===== src/rtl/divclk_tick_receiver_pkg.sv =====
// Shared definitions for the divided-clock tick receiver.
// Holds the receiver state encoding and edge-mode selectors.
// Also holds the saturating error-count helper used by the top.
package divclk_tick_receiver_pkg;

   // Receiver state encoding
   typedef enum logic [2:0] {
      ST_IDLE    = 3'd0,
      ST_ACQUIRE = 3'd1,
      ST_TRACK   = 3'd2,
      ST_LOCKED  = 3'd3,
      ST_LOST    = 3'd4
   } rx_state_t;

   // Edge-mode selectors for the EDGE_MODE parameter
   localparam int EDGE_RISE = 0;
   localparam int EDGE_BOTH = 1;

   // Width of the saturating error counter
   localparam int ERR_W = 8;

   // Increment that sticks at all-ones instead of wrapping
   function automatic logic [ERR_W-1:0] err_sat_inc(input logic [ERR_W-1:0] v);
      return (v == '1) ? v : v + 1'b1;
   endfunction

endpackage


===== src/rtl/divclk_tick_receiver_sync_edge_detect.sv =====
// Synchronises div_in into clk and flags its qualifying transitions.
// Latency: edge_o pulses 2 cycles after the cycle div_in is first sampled.
// Backpressure: none; every synchronised transition produces one pulse.
module divclk_tick_receiver_sync_edge_detect
   import divclk_tick_receiver_pkg::*;
#(
   parameter int EDGE_MODE = EDGE_BOTH
) (
   input  logic clk,
   input  logic reset,
   input  logic div_in,
   output logic edge_o
);

   logic sync1_q;
   logic sync2_q;
   logic hist_q;
   logic edge_q;
   logic rise;
   logic fall;
   logic edge_d;

   // Two-flop synchroniser, history flop and registered edge pulse
   always_ff @(posedge clk or posedge reset) begin
      if (reset) begin
         sync1_q <= 1'b0;
         sync2_q <= 1'b0;
         hist_q  <= 1'b0;
         edge_q  <= 1'b0;
      end else begin
         sync1_q <= div_in;
         sync2_q <= sync1_q;
         hist_q  <= sync2_q;
         edge_q  <= edge_d;
      end
   end

   // Qualify transitions of the synchronised signal by edge mode
   always_comb begin
      rise   = sync2_q & ~hist_q;
      fall   = ~sync2_q & hist_q;
      edge_d = (EDGE_MODE == EDGE_RISE) ? rise : (rise | fall);
   end

   assign edge_o = edge_q;

endmodule


===== src/rtl/divclk_tick_receiver.sv =====
// Converts a slow, possibly asynchronous divided clock into clk-domain ticks plus lock status.
// Latency: tick is 3 cycles after div_in is sampled; period/locked/lost/err_cnt update with tick.
// Backpressure: none; ticks are strobes and cannot be stalled by downstream logic.
module divclk_tick_receiver
   import divclk_tick_receiver_pkg::*;
#(
   parameter int EDGE_MODE       = EDGE_BOTH,
   parameter int EXPECTED_PERIOD = 10000,
   parameter int TOLERANCE       = 16,
   parameter int LOCK_COUNT      = 4,
   parameter int CNT_W           = 32
) (
   input  logic             clk,
   input  logic             reset,
   input  logic             div_in,
   input  logic             enable,
   output logic             tick,
   output logic [CNT_W-1:0] period,
   output logic             locked,
   output logic             lost,
   output logic [7:0]       err_cnt
);

   // Tolerance window; HI_LIM doubles as the loss-of-clock threshold
   localparam logic [CNT_W-1:0] LO_LIM = CNT_W'(EXPECTED_PERIOD - TOLERANCE);
   localparam logic [CNT_W-1:0] HI_LIM = CNT_W'(EXPECTED_PERIOD + TOLERANCE);
   localparam int GOOD_W = $clog2(LOCK_COUNT + 1);
   localparam logic [GOOD_W-1:0] GOOD_TGT = GOOD_W'(LOCK_COUNT);

   logic              edge_w;
   rx_state_t         state_q;
   rx_state_t         state_d;
   logic [CNT_W-1:0]  cnt_q;
   logic [CNT_W-1:0]  cnt_d;
   logic [CNT_W-1:0]  period_q;
   logic [CNT_W-1:0]  period_d;
   logic [CNT_W-1:0]  interval;
   logic [GOOD_W-1:0] good_q;
   logic [GOOD_W-1:0] good_d;
   logic [GOOD_W-1:0] good_inc;
   logic [ERR_W-1:0]  err_q;
   logic [ERR_W-1:0]  err_d;
   logic              tick_q;
   logic              tick_d;
   logic              locked_q;
   logic              locked_d;
   logic              lost_q;
   logic              lost_d;
   logic              cnt_sat;
   logic              ival_good;

   divclk_tick_receiver_sync_edge_detect #(
      .EDGE_MODE (EDGE_MODE)
   ) u_sync_edge (
      .clk    (clk),
      .reset  (reset),
      .div_in (div_in),
      .edge_o (edge_w)
   );

   // Saturating interval arithmetic and tolerance-window test
   always_comb begin
      cnt_sat   = (cnt_q == '1);
      interval  = cnt_sat ? cnt_q : cnt_q + 1'b1;
      ival_good = (interval >= LO_LIM) && (interval <= HI_LIM);
      good_inc  = good_q + 1'b1;
   end

   // State, counters and registered outputs
   always_ff @(posedge clk or posedge reset) begin
      if (reset) begin
         state_q  <= ST_IDLE;
         cnt_q    <= '0;
         good_q   <= '0;
         period_q <= '0;
         err_q    <= '0;
         tick_q   <= 1'b0;
         locked_q <= 1'b0;
         lost_q   <= 1'b0;
      end else begin
         state_q  <= state_d;
         cnt_q    <= cnt_d;
         good_q   <= good_d;
         period_q <= period_d;
         err_q    <= err_d;
         tick_q   <= tick_d;
         locked_q <= locked_d;
         lost_q   <= lost_d;
      end
   end

   // Next state: interval evaluation, lock tracking and loss-of-clock timeout
   always_comb begin
      state_d  = state_q;
      cnt_d    = cnt_q;
      good_d   = good_q;
      period_d = period_q;
      err_d    = err_q;
      // Ticks follow edges regardless of state, but never while disabled
      tick_d   = edge_w & enable;

      if ((state_q != ST_IDLE) && !cnt_sat) begin
         cnt_d = cnt_q + 1'b1;
      end

      if (!enable) begin
         // period and err_cnt survive a disable; everything else restarts
         state_d = ST_IDLE;
         cnt_d   = '0;
         good_d  = '0;
      end else begin
         case (state_q)
            ST_IDLE: begin
               state_d = ST_ACQUIRE;
               cnt_d   = '0;
            end
            ST_ACQUIRE: begin
               // First edge only sets the reference point; no timeout here
               if (edge_w) begin
                  state_d = ST_TRACK;
                  cnt_d   = '0;
                  good_d  = '0;
               end
            end
            ST_TRACK, ST_LOCKED: begin
               // An edge on the threshold cycle wins over the timeout
               if (edge_w) begin
                  cnt_d    = '0;
                  period_d = interval;
                  if (ival_good) begin
                     if (state_q == ST_TRACK) begin
                        good_d = good_inc;
                        if (good_inc >= GOOD_TGT) begin
                           state_d = ST_LOCKED;
                        end
                     end
                  end else begin
                     state_d = ST_TRACK;
                     good_d  = '0;
                     err_d   = err_sat_inc(err_q);
                  end
               end else if (cnt_q == HI_LIM) begin
                  state_d = ST_LOST;
                  good_d  = '0;
                  err_d   = err_sat_inc(err_q);
               end
            end
            ST_LOST: begin
               // Recovery edge restarts measurement but is not evaluated
               if (edge_w) begin
                  state_d = ST_TRACK;
                  cnt_d   = '0;
                  good_d  = '0;
               end
            end
            default: begin
               state_d = ST_IDLE;
               cnt_d   = '0;
               good_d  = '0;
            end
         endcase
      end
   end

   // Status flags decoded from the next state so they register with the transition
   always_comb begin
      locked_d = (state_d == ST_LOCKED);
      lost_d   = (state_d == ST_LOST);
   end

   assign tick    = tick_q;
   assign period  = period_q;
   assign locked  = locked_q;
   assign lost    = lost_q;
   assign err_cnt = err_q;

endmodule


===== config.mk =====
export PLATFORM = sky130hd
export DESIGN_NAME = divclk_tick_receiver
export DESIGN_NICKNAME = d
export VERILOG_FILES = /design/src/rtl/divclk_tick_receiver_pkg.sv /design/src/rtl/divclk_tick_receiver_sync_edge_detect.sv /design/src/rtl/divclk_tick_receiver.sv
export SDC_FILE = /design/constraint.sdc
export NUM_CORES = 1
export LEC_CHECK = 0
export ABC_AREA = 1
export ABC_CLOCK_PERIOD_IN_PS = 5500
export CAP_MARGIN = 0
export CORE_MARGIN = 1.5
export CORE_UTILIZATION = 30
export DETAILED_ROUTE_END_ITERATION = 7
export PLACE_DENSITY = 0.49
export SLEW_MARGIN = 20
export SYNTH_ARGS = -nofsm -noshare
export SYNTH_HDL_FRONTEND = slang
export SYNTH_HIERARCHICAL = 1
export SYNTH_SLANG_ARGS = --single-unit

===== constraint.sdc =====
create_clock -name clk -period 5.5 [get_ports clk]
set_input_delay 1.375 -clock clk [delete_from_list [all_inputs] [get_ports clk]]
set_output_delay 1.375 -clock clk [all_outputs]
set_load 0.01 [all_outputs]

==> results.cfg, run 1 <==
[status]
status = finished clean

[yosys]
syn_nets = 697
ys_seq_elements = 85
synth.distinct_cells = 34
synth_area_leaders = dfrtp_1 43%, nand2_1 16%, nor2_1 7.2%
synth_top_area_cell = dfrtp_1
synth-seq-area-share_pct = 43.0
yosysWarnings = 6
syn_inst = 689
netlist.area_leader.share_pct = 43.0
syn_avg_cell_area_sq_um = 7.19
synthesis.area_sq_um = 4950

[critical_path]
crit_type = input port to register
worstPathMaxFanout = 30
start_kind = input port
cp.required_ps = 5750
crit_chain = clkdlybuf4s50_1 -> nand2_1 -> nor2_1 -> buf_4 -> clkinv_1 -> buf_4 -> nor2_1 -> nand3_2 -> nand2_2 -> nand2_1 -> o21ai_0
cp.arrival_ps = 3800
worstRegToRegCells = 11
crit_slowest_cell = clkdlybuf4s50_1
end_kind = register
slowest_delay_ps = 520

[drt]
vias = 4465
drt-initial-drc-count = 270
ant_nets = 0
viasPerCell = 4.65
drt_first_pass_iters = 4
route.detailed.drc = 0
wl_per_cell_um = 14.9
drt_wl_total_um = 14300

[pwr]
finalPower_w = 0.00150
seq_power_share_pct = 45.4
switching_share_pct = 24.5
peakVddDrop_v = 0.000166
power_density_nw_per_um2 = 252
combinationalPowerShare_pct = 10.2
clkPwrFrac_pct = 44.4
p_switching_w = 0.000367
p_leak_nw = 3.00
p_int_w = 0.00114

[finish]
final_common_cell = nand2_1
final_cell_mix = 210 x nand2_1, 95 x nor2_1, 90 x inv_1
antenna-diode-count = 0
final.fill_count = 1750
area_growth_pct = 20.7
nets = 747
drive_gt1_share_pct = 8.60

[timing]
fmax_mhz = 282
period_needed_ps = 3550
slew_headroom_pct = 41.6
setup_tns_ps = 0
hold_viol = 0
drv_slew = 0
finalSetupViolations = 0
clock_skew_ps = 6.47
rsz0062_at_grt = false
timing.final.crit_share_pct = 64.5
tightest_slew_ps = 868

[cts]
cts_root_buf = clkbuf_16
h-tree-depth = 3
insertion_delay_ps = 340
cts_tree = done
numCtsBuffers = 9
cts_setup_buffers = 0
clk_pin_slew_ps = 70
cts_hold_buf = 0
cts_buffer_depth = 2
ctsResizeCount = 0
cts.sinks = 85

[min_path]
hold_path.class = register to register
min_path_cells = 0

[global_route]
grt_pass1_vias = 4476
antenna_found_initial = 0
grt_max_degree = 46
grt_pass1_wl_um = 23500
overflow = 0
grt.total_usage_pct = 17.2

[floorplanning]
die-area_sq_um = 17300
fp.dieH_um = 131
die_w_um = 131
fp-row-count = 46
coreArea_sq_um = 16000
io_pins = 47
start_util_pct = 30.9

[placement]
io_buffer_count = 46
gp_congestion = 0.943
dpl.hpwl_um = 11200

[run]
maxCapViolations = 0
## power by group through the flow
stage / registers (W) / logic (W) / clock network (W)
after floorplan: 0.000700 / 0.0000663 / 0
after global placement: 0.000692 / 0.000156 / 0
after detailed placement: 0.000694 / 0.000155 / 0
after CTS: 0.000683 / 0.000156 / 0.000684
after global routing: 0.000686 / 0.000170 / 0.000709
final: 0.000682 / 0.000153 / 0.000667
## kinds of logic (layout without fill, tap and decap cells)
family	count (synthesis)	count (layout)	share of synthesized area, %
simple gates	422	422	38.7
buf+inv	108	163	8.64
flops	85	85	43.0
compound gates	57	57	6.34
xor+xnor	13	13	2.30
fa+ha+maj	4	4	1.01
## critical path: cells and delay by family
kind / cells / cell delay [ps]
compound gates: 1 / 80
simple gates: 6 / 670
buf+inv: 4 / 1650
## synth_stat cells
master	n
nand3_2	6
nand4_1	11
nor2_1	95
o21bai_1	2
a31oi_1	4
a21oi_1	9
ha_1	4
nor3_1	8
inv_2	4
o21ai_0	36
nor2_8	2
buf_6	3
xor2_1	7
o22ai_1	1
o21ai_1	1
nor4_2	1
clkbuf_1	8
o21bai_2	1
nand2_4	3
inv_1	91
dfrtp_1	85
nand3_1	53
nand2_2	10
nor2_2	7
o21ai_2	1
xnor2_1	6
and2_1	3
nand3_4	2
nand2_1	210
nand3b_1	3
nor4_1	4
nor2_4	4
a21oi_2	2
clkinv_1	2
## state kept, by name, indices dropped and copies added, names as in the netlist
register and cells:
u_sync_edge/sync1_q 1, lost 1, u_sync_edge/sync2_q 1, err_cnt 8, u_sync_edge/hist_q 1, tick 1
cnt_q 32, locked 1, period 32, u_sync_edge/edge_o 1, state_q 3, good_q 3
## per-stage QoR
| step | cells | cell area [sq um] | util, % | worst slack, ps | hold slack [ps] |
|---|---|---|---|---|---|
| 2_1_floorplan | 689 | 4950 | - | 2040 | 331 |
| 3_3_place_gp | 944 | 5650 | 35.3 | 1690 | 344 |
| 3_5_place_dp | 944 | 5650 | 35.3 | 1590 | 343 |
| 4_1_cts | 960 | 5970 | 37.3 | 1950 | 358 |
| 5_1_grt | 960 | 5970 | 37.3 | 1660 | 360 |
| 6_report | 960 | 5970 | 37.3 | 1950 | 355 |
## worst paths after layout
path	endpoint	start	slack (ps)
max reg2reg	err_cnt[5]$_DFFE_PP0P_	cnt_q[0]$_DFFE_PP0P_	2420
min in group asynchronous	u_sync_edge/sync1_q$_DFF_PP0_	reset	1260
max	good_q[1]$_DFFE_PP0P_	enable	1950
min	u_sync_edge/sync2_q$_DFF_PP0_	u_sync_edge/sync1_q$_DFF_PP0_	360
max in group asynchronous	cnt_q[29]$_DFFE_PP0P_	reset	3000
min reg2reg	u_sync_edge/sync2_q$_DFF_PP0_	u_sync_edge/sync1_q$_DFF_PP0_	360
## layer usage
layer	vias up	track usage, %	wire length [um]	share of wire, %
met5	-	0	0	0
met3	18	2.97	479	3.4
met2	63	27.8	6620	46
met4	0	6.30	300	2.1
met1	2126	23.2	6870	48
li1	2258	-	-	-
## area by class of cell
cell class,instances,area (sq um),area share (%)
clock inverters,6,86.3,1.45
flip-flops and latches,85,2130,35.6
inverters,97,365,6.12
well taps,216,270,4.52
clock buffers,10,239,4.00
multi-input cells,496,2400,40.1
repair buffers,50,490,8.21
Power figures use the tool's default switching activity.
==> run 2, diff against run 1 <==
--- a/config.mk
+++ b/config.mk
@@ -6,7 +6,7 @@
 export NUM_CORES = 1
 export LEC_CHECK = 0
 export ABC_AREA = 1
-export ABC_CLOCK_PERIOD_IN_PS = 5500
+export ABC_CLOCK_PERIOD_IN_PS = 3630
 export CAP_MARGIN = 0
 export CORE_MARGIN = 1.5
 export CORE_UTILIZATION = 30
==> constraint.sdc (replaced) <==
create_clock -name clk -period 3.63 [get_ports clk]
set_input_delay 0.9075 -clock clk [delete_from_list [all_inputs] [get_ports clk]]
set_output_delay 0.9075 -clock clk [all_outputs]
set_load 0.01 [all_outputs]
==> run 2 against run 1 <==
Final area about the same. Combinational power increased by 52%. Sequential power is 51% higher. Total power rose by 47%. Register-to-register slack lost 1600 ps. Cell count is 0.42% higher. Via count increased by 1.4%. Clock-buffer cell count shrank 1. Non-clock buffer count increased by 4. Critical path type is now register to register. Largest power group unchanged.
==> results.cfg, run 2 (synthesized netlist as in run 1, its figures left out) <==
[status]
status = finished clean

[drt]
route.detailed.drc = 0
drt_wl_total_um = 14800
viasPerCell = 4.70
drt-initial-drc-count = 335
drt_first_pass_iters = 5
wl_per_cell_um = 15.4
ant_nets = 0
vias = 4529

[finish]
final_util_pct = 37.4
regArea_sq_um = 2130
final_common_cell = nand2_1
area_growth_pct = 20.8
final_cell_mix = 210 x nand2_1, 95 x nor2_1, 90 x inv_1
antenna-diode-count = 0
final.fill_count = 1743
nets = 751
multi_input_area_sq_um = 2400
drive_gt1_share_pct = 9.09

[timing]
fmax_mhz = 353
drv_slew = 0
setup_tns_ps = 0
period_needed_ps = 2830
finalSetupViolations = 0
hold_viol = 0
slew_headroom_pct = 47.6
rsz0062_at_grt = false
fin_hold_ws_ps = 360
tightest_slew_ps = 785
clock_skew_ps = 10.7
setup_ws_ps = 797
timing.final.crit_share_pct = 78.1

[floorplanning]
die_w_um = 131
fp-row-count = 46
fp.dieH_um = 131
die-area_sq_um = 17300
io_pins = 47
coreArea_sq_um = 16000
start_util_pct = 30.9

[global_route]
antenna_found_initial = 0
grt_max_degree = 55
grt_pass1_wl_um = 23700
grt.total_usage_pct = 17.7
grt_pass1_vias = 4293
overflow = 0

[placement]
dpl.hpwl_um = 11800
gp_congestion = 0.952
io_buffer_count = 46
dp_slack_ps = 768

[pwr]
finalPower_w = 0.00221
clkPwrFrac_pct = 42.6
power_density_nw_per_um2 = 369
p_leak_nw = 3.00
p_switching_w = 0.000570
peakVddDrop_v = 0.000224
seq_power_share_pct = 46.8
combinationalPowerShare_pct = 10.6
switching_share_pct = 25.8
p_int_w = 0.00164

[critical_path]
worstRegToRegCells = 18
reg2reg_slack_ps = 800
end_kind = register
r2r-end = err_cnt[5]$_DFFE_PP0P_
cp.arrival_ps = 3080
worstPathMaxFanout = 15
crit_type = register to register
start_kind = register
r2r_start = cnt_q[1]$_DFFE_PP0P_
cp.required_ps = 3870

[min_path]
hold_path_end = u_sync_edge/sync2_q$_DFF_PP0_
hold_path.class = register to register
hold_path.startpoint = u_sync_edge/sync1_q$_DFF_PP0_
min_path_cells = 0

[cts]
cts_setup_buffers = 0
cts.sinks = 85
clk_pin_slew_ps = 70
numCtsBuffers = 9
cts_tree = done
cts_root_buf = clkbuf_16
ctsResizeCount = 0
h-tree-depth = 3
cts_hold_buf = 0
cts_buffer_depth = 2
insertion_delay_ps = 350

[run]
maxCapViolations = 0
## run 2: per-layer routing
layer,track usage (%),part of all wire [%],up-vias
met5,0,0,-
met3,2.89,4.5,16
li1,-,-,2273
met1,24.7,48,2120
met4,5.19,1.5,0
met2,28.3,46,120
## run 2: power by group through the flow
stage | clock, W | combinational [W] | sequential (W)
after detailed placement | 0 | 0.000235 | 0.00105
final | 0.000941 | 0.000233 | 0.00103
after CTS | 0.000959 | 0.000238 | 0.00104
after global routing | 0.00100 | 0.000259 | 0.00104
after global placement | 0 | 0.000240 | 0.00105
after floorplan | 0 | 0.000100 | 0.00106
## run 2: worst max-delay path, cell delays in order (launching register included)
cell and delay, ps:
dfrtp_1 410, ha_1 200, nand2_2 110, nor2_8 180
nand2_4 100, nor2_8 180, nand3_4 240, nand3_1 360
nor2_1 110, nand3_1 80, nor2_1 60, nand2_1 70
nand2_2 80, nand3_4 130, nand2_4 90, nor2_2 150
nand2_1 60, nand2_1 50, nand2_1 40
## run 2: area by class of cell
| class | instances | share of cell area (%) |
|---|---|---|
| Tap cell | 216 | 4.52 |
| Clock buffer | 9 | 3.77 |
| Sequential cell | 85 | 35.6 |
| Multi-Input combinational cell | 496 | 40.1 |
| Inverter | 97 | 6.11 |
| Clock inverter | 7 | 1.26 |
| Timing Repair Buffer | 54 | 8.70 |
## run 2: worst max-delay path by stage
stage                               startpoint                endpoint  slack, ps
after global placement                  enable   good_q[0]$_DFFE_PP0P_        820
final                     cnt_q[1]$_DFFE_PP0P_  err_cnt[5]$_DFFE_PP0P_        800
after floorplan                          reset    cnt_q[0]$_DFFE_PP0P_        640
after detailed placement                enable   good_q[0]$_DFFE_PP0P_        770
after global routing      cnt_q[1]$_DFFE_PP0P_  err_cnt[5]$_DFFE_PP0P_        460
after CTS                 cnt_q[1]$_DFFE_PP0P_  err_cnt[5]$_DFFE_PP0P_        780
## run 2: metrics by stage
stage	std cells	instance area, sq um
global placement	948	5680
floorplan	689	4950
global route	964	5980
detailed placement	948	5680
finish	964	5980
CTS	964	5980
